===== config.mk =====
export PLATFORM = sky130hd
export DESIGN_NAME = load_store_unit
export DESIGN_NICKNAME = d
export VERILOG_FILES = /design/src/rtl/load_store_unit.sv
export SDC_FILE = /design/constraint.sdc
export NUM_CORES = 1
export LEC_CHECK = 0
export CAP_MARGIN = 25
export CORE_MARGIN = 2
export CORE_UTILIZATION = 40
export CTS_CLUSTER_DIAMETER = 50
export CTS_CLUSTER_SIZE = 8
export DETAILED_ROUTE_END_ITERATION = 10
export GPL_ROUTABILITY_DRIVEN = 0
export PLACE_DENSITY = 0.8
export REMOVE_ABC_BUFFERS = 1
export SLEW_MARGIN = 20
export SYNTH_ARGS = -nofsm -noshare
export SYNTH_HDL_FRONTEND = slang
export SYNTH_SLANG_ARGS = --single-unit

===== constraint.sdc =====
create_clock -name clk -period 2.52 [get_ports clk]
set_input_delay 0.252 -clock clk [delete_from_list [all_inputs] [get_ports clk]]
set_output_delay 0.252 -clock clk [all_outputs]
set_load 0.005 [all_outputs]

===== src/rtl/load_store_unit.sv =====
// Load/store unit: one masked word access at a time, 3-cycle latency (accept->done) with a 1-cycle memory.
// lsu_ready is high only in IDLE; requests while busy are ignored. Optional LSU_MISALIGN_TRAP_EN traps misaligned ops.
module load_store_unit #(
  parameter int ADDR_W         = 8,
  parameter int TIMEOUT_CYCLES = 15
) (
  input  logic              clk,
  input  logic              rst,
  input  logic              lsu_req,
  input  logic              lsu_we,
  input  logic [2:0]        lsu_funct3,
  input  logic [31:0]       lsu_addr,
  input  logic [31:0]       lsu_wdata,
  output logic              lsu_ready,
  output logic              lsu_done,
  output logic [31:0]       lsu_rdata,
  output logic              lsu_err,
  output logic              mem_request,
  output logic              mem_we_re,
  output logic [3:0]        mem_mask,
  output logic [ADDR_W-1:0] mem_address,
  output logic [31:0]       mem_data_in,
  input  logic              mem_valid,
  input  logic [31:0]       mem_data_out
);

  typedef enum logic [1:0] {S_IDLE, S_REQ, S_WAIT, S_DONE} state_t;

  localparam int CW = $clog2(TIMEOUT_CYCLES + 1);
  localparam logic [CW-1:0] CNT_LAST = CW'(TIMEOUT_CYCLES - 1);

  state_t state, state_nxt;

  logic              we_q;
  logic [2:0]        funct3_q;
  logic [1:0]        lane_q;
  logic [ADDR_W-1:0] waddr_q;
  logic [3:0]        mask_q;
  logic [31:0]       wdata_q;
  logic [CW-1:0]     cnt_q;
  logic [31:0]       rdata_q;
  logic              err_q;

  logic        illegal, misaligned, accept_err;
  logic [1:0]  lane;
  logic [3:0]  mask;
  logic [31:0] lane_bits, wshift, rshift, load_val;

  logic unused_addr_hi;
  assign unused_addr_hi = ^lsu_addr[31:ADDR_W+2];

  // Decode of the incoming op; lane is the forcibly aligned byte offset.
  always_comb begin
    illegal    = 1'b0;
    misaligned = 1'b0;
    lane       = lsu_addr[1:0];
    mask       = 4'b1111;
    case (lsu_funct3)
      3'b000, 3'b001, 3'b010: illegal = 1'b0;
      3'b100, 3'b101:         illegal = lsu_we;
      default:                illegal = 1'b1;
    endcase
    case (lsu_funct3[1:0])
      2'b00: begin
        lane = lsu_addr[1:0];
        mask = 4'b0001 << lane;
      end
      2'b01: begin
        lane = {lsu_addr[1], 1'b0};
        mask = 4'b0011 << lane;
      end
      default: begin
        lane = 2'b00;
        mask = 4'b1111;
      end
    endcase
`ifdef LSU_MISALIGN_TRAP_EN
    misaligned = ((lsu_funct3[1:0] == 2'b01) && lsu_addr[0]) ||
                 ((lsu_funct3[1:0] == 2'b10) && (lsu_addr[1:0] != 2'b00));
`endif
    accept_err = illegal | misaligned;
    lane_bits  = {{8{mask[3]}}, {8{mask[2]}}, {8{mask[1]}}, {8{mask[0]}}};
    wshift     = (lsu_wdata << {lane, 3'b000}) & lane_bits;
  end

  always_comb begin
    rshift   = mem_data_out >> {lane_q, 3'b000};
    load_val = rshift;
    case (funct3_q)
      3'b000:  load_val = {{24{rshift[7]}}, rshift[7:0]};
      3'b001:  load_val = {{16{rshift[15]}}, rshift[15:0]};
      3'b100:  load_val = {24'd0, rshift[7:0]};
      3'b101:  load_val = {16'd0, rshift[15:0]};
      default: load_val = rshift;
    endcase
  end

  always_ff @(posedge clk or posedge rst) begin
    if (rst) state <= S_IDLE;
    else     state <= state_nxt;
  end

  always_comb begin
    state_nxt = state;
    case (state)
      S_IDLE: if (lsu_req) state_nxt = accept_err ? S_DONE : S_REQ;
      S_REQ:  state_nxt = S_WAIT;
      S_WAIT: if (mem_valid || (cnt_q == CNT_LAST)) state_nxt = S_DONE;
      S_DONE: state_nxt = S_IDLE;
      default: state_nxt = S_IDLE;
    endcase
  end

  always_ff @(posedge clk or posedge rst) begin
    if (rst) begin
      we_q     <= 1'b0;
      funct3_q <= 3'd0;
      lane_q   <= 2'd0;
      waddr_q  <= '0;
      mask_q   <= 4'd0;
      wdata_q  <= 32'd0;
      cnt_q    <= '0;
      rdata_q  <= 32'd0;
      err_q    <= 1'b0;
    end else begin
      case (state)
        S_IDLE: if (lsu_req) begin
          we_q     <= lsu_we;
          funct3_q <= lsu_funct3;
          lane_q   <= lane;
          waddr_q  <= lsu_addr[ADDR_W+1:2];
          mask_q   <= mask;
          wdata_q  <= wshift;
          err_q    <= accept_err;
          rdata_q  <= 32'd0;
        end
        S_REQ: cnt_q <= '0;
        S_WAIT: begin
          if (mem_valid) begin
            rdata_q <= we_q ? 32'd0 : load_val;
            err_q   <= 1'b0;
          end else if (cnt_q == CNT_LAST) begin
            rdata_q <= 32'd0;
            err_q   <= 1'b1;
          end else begin
            cnt_q <= cnt_q + 1'b1;
          end
        end
        default: ;
      endcase
    end
  end

  // Memory-side outputs are gated so the port is quiet outside REQ.
  assign lsu_ready   = (state == S_IDLE);
  assign lsu_done    = (state == S_DONE);
  assign lsu_rdata   = lsu_done ? rdata_q : 32'd0;
  assign lsu_err     = lsu_done & err_q;
  assign mem_request = (state == S_REQ);
  assign mem_we_re   = mem_request & we_q;
  assign mem_mask    = mem_request ? mask_q : 4'd0;
  assign mem_address = mem_request ? waddr_q : '0;
  assign mem_data_in = mem_request ? wdata_q : 32'd0;

endmodule


==> impl_metrics.yaml <==
synth:
  most_frequently_used_flop_master_after_synthesis: "sky130_fd_sc_hd__dfrtp_1"
  synth_area_per_cell_um2: 9.34
  ys_seq_elements: 89
  count_of_cell_types_in_the_netlist: 42
  top_count_cell_post_synth: "sky130_fd_sc_hd__nand2_1"
  synth_area_leaders: "sky130_fd_sc_hd__dfrtp_1, sky130_fd_sc_hd__and2_1, sky130_fd_sc_hd__nand2_1"
  synthDominantCellAreaShare_pct: 46.2
  synthDominantAreaCellType: "sky130_fd_sc_hd__dfrtp_1"
  gate_count_after_technology_mapping: 516
  ys_seq_area_share_pct: 46.2
  synth.cell_area_um2: 4820
  ys_warn_count: 0
  share_of_flip_flops_with_an_asynchronous_set_or_reset_pct: 100
  netlist_top_cells_count: "sky130_fd_sc_hd__nand2_1, sky130_fd_sc_hd__dfrtp_1, sky130_fd_sc_hd__and2_1"
  edff_count_synth: 0
clocking:
  cts-root-to-sink-buffers: 2
  cts_htree_levels: 3
  clkTransAtPathRegs_ns: 0.06
  post_cts_resized: 0
  cts_made_buffers: 9
  cts_tree: "yes"
  cts-hold-fix-buffers: 0
  post-cts-setup-buffer-count: 0
  cts.sinks: 89
  cts-root-buf: "sky130_fd_sc_hd__clkbuf_16"
  clock_latency_ns: 0.34
floorplanning:
  rows: 40
  die_height_um: 114
  floorplan.core_area_um2: 11900
  io_pins: 185
  fp.dieArea_um2: 12900
  die-width_um: 114
  initial_utilization_pct: 40.6
setup_path:
  timing.critical_path.max_delay_family: "buffers and inverters"
  critical_path_slowest_stage_cell: "sky130_fd_sc_hd__clkdlybuf4s50_1"
  cpPeakStageDelay_ns: 0.52
  critical_path_buffer_and_inverter_count: 3
  required_time_at_the_worst_slack_endpoint_ns: 2.27
  regToRegSetupSlack_ns: 0.19
  crit_cells: 5
  worst_setup_path_category: "register to output port"
  crit_chain: "inv_1 -> ha_1 -> buf_4 -> and2_1 -> clkdlybuf4s50_1"
  start_of_the_worst_register_to_register_path: "state[0]"
  critical_path.startpoint: "state[1]"
  critical_path_peak_fanout: 46
  cp-endpoint: "mem_data_in[12]"
  cp.arrival_ns: 2.12
  worstSetupStartpointType: "register"
  worst_reg2reg_path_depth: 6
  timing.critical_path.to_type: "output port"
  end_of_the_worst_register_to_register_path: "rdata_q[28]"
place:
  post-dp-hpwl_um: 10300
  portbufs: 162
  cell_total_after_placement: 809
  detailedPlace.worstSlack_ns: 0.199
final_layout:
  drive_above_1_share_pct: 7.81
  finalNetCount: 784
  area.growth.synth_to_final_pct: 44.7
  n_antenna_cell: 0
  finish.cell_count_without_fillers: 826
power_and_ir_drop:
  leakagePower_uw: 0.00300
  power.share.clock_pct: 21.4
  power_switching_uw: 2420
  netSwitchingFraction_pct: 35.4
  combinationalPowerShare_pct: 43.4
  worst_ir_drop_vdd_mv: 0.410
  power.density_cell_area_nw_per_um2: 981
  p_int_uw: 4420
  power.share.sequential_pct: 35.2
routing:
  drt-total-wl_um: 14600
  drt.antenna.violating_nets: 0
  firstDrtPassIters: 5
  route.vias.total: 4578
  drt_drc_violations_left: 0
  avgViaCountPerCell: 5.54
  detailedRoute.firstIterationViolations: 406
  routed_length_per_placed_instance_um: 17.7
sta:
  final.min_clock_period_ns: 2.37
  fin_worst_skew_ns: 0.00575
  relSlewSlack_pct: 58.2
  fin_ws_ns: 0.149
  period_share_pct: 94.1
  final-hold-violation-count: 0
  tightestPinTransition_ns: 0.625
  rsz0062_at_grt: "no"
  slew_violations: 0
  hold_slack_ns: 0.230
  setup_violations: 0
  fmaxAchievable_ghz: 0.422
outcome:
  status: "complete, no violations"
flow_run:
  cap_viol_max_count: 0
global_routing:
  first_global_vias: 4571
  grt_antenna_before_repair: 0
  grt_start_max_net_pins: 64
  grt_first_pass_wirelength_um: 23200
  grt.total_usage_pct: 22.9
  grt-ovfl-total: 0
hold_path:
  holdCritPathClass: "input port to async pin"
[area by class of cell]
type                            instances  area (µm²)
Clock inverter                          2        60.1
Inverter                                6        23.8
Multi-Input combinational cell        386        2420
Fill cell                            1019        4890
Sequential cell                        89        2230
Clock buffer                           14         264
Tap cell                              147         184
Timing Repair Buffer                  182        1790
[placed cells by master, fill, tap and decap left out, types with 3 or more instances in the layout]
master and count:
sky130_fd_sc_hd__a21oi_1 22, sky130_fd_sc_hd__buf_4 17, sky130_fd_sc_hd__o21ai_0 44, sky130_fd_sc_hd__mux2_2 8
sky130_fd_sc_hd__nor2_1 8, sky130_fd_sc_hd__o31ai_1 10, sky130_fd_sc_hd__nor3_1 3, sky130_fd_sc_hd__clkbuf_1 3
sky130_fd_sc_hd__nand2_1 95, sky130_fd_sc_hd__ha_1 6, sky130_fd_sc_hd__mux2i_1 24, sky130_fd_sc_hd__a221o_1 16
sky130_fd_sc_hd__and2_1 88, sky130_fd_sc_hd__and3_1 8, sky130_fd_sc_hd__dfrtp_1 89, sky130_fd_sc_hd__clkbuf_16 9
sky130_fd_sc_hd__o211ai_1 10, sky130_fd_sc_hd__clkdlybuf4s50_1 162, sky130_fd_sc_hd__nand3b_1 8, sky130_fd_sc_hd__inv_1 5
sky130_fd_sc_hd__a22o_1 9
[how the worst min path moves through the flow]
stage,from,end,cells past startpoint
after floorplan,lsu_funct3[0],funct3_q[0],2
final,rst,mask_q[0],2
after CTS,rst,mask_q[0],2
after global placement,waddr_q[6],waddr_q[6],2
after global routing,rst,mask_q[0],2
after detailed placement,waddr_q[0],waddr_q[0],2
[cell families (layout without fill, tap and decap cells)]
logic type | count (synthesis) | count (layout) | synth area share [%]
flops | 89 | 89 | 46.2
buf+inv | 41 | 204 | 3.63
mux | 33 | 33 | 7.32
compound gates | 121 | 121 | 16.8
simple gates | 226 | 226 | 24.5
fa+ha+maj | 6 | 6 | 1.56
[metal layers]
metal,routed length [µm],vias up,track usage [%]
met3,1370,25,5.58
met2,6770,248,37.6
li1,-,2110,-
met4,273,0,7.89
met1,6180,2195,29.8
met5,0,-,0
[registers in the layout, summed over array words and instances, names as in the netlist]
name,cells
rdata_q,32
wdata_q,32
waddr_q,8
cnt_q,4
mask_q,4
funct3_q,3
lane_q,2
state,2
err_q,1
we_q,1
[metrics by stage]
step                total power, µW  setup TNS (ns)  area [µm²]  utilization, %
floorplan                      3990           -4.37        4670               -
detailed placement             5370               0        6640            56.0
global placement               5250               0        6640            56.0
CTS                            6850               0        6970            58.7
global route                   7320               0        6970            58.8
finish                         6840               0        6970            58.8
[power by group through the flow]
stage | Sequential, µW | Clock [µW] | Combinational, µW
final | 2410 | 1470 | 2970
after global routing | 2470 | 1550 | 3290
after global placement | 2380 | 0 | 2870
after floorplan | 2360 | 0 | 1630
after CTS | 2390 | 1480 | 2980
after detailed placement | 2400 | 0 | 2970
No activity file was read; power rests on OpenSTA's default activity.
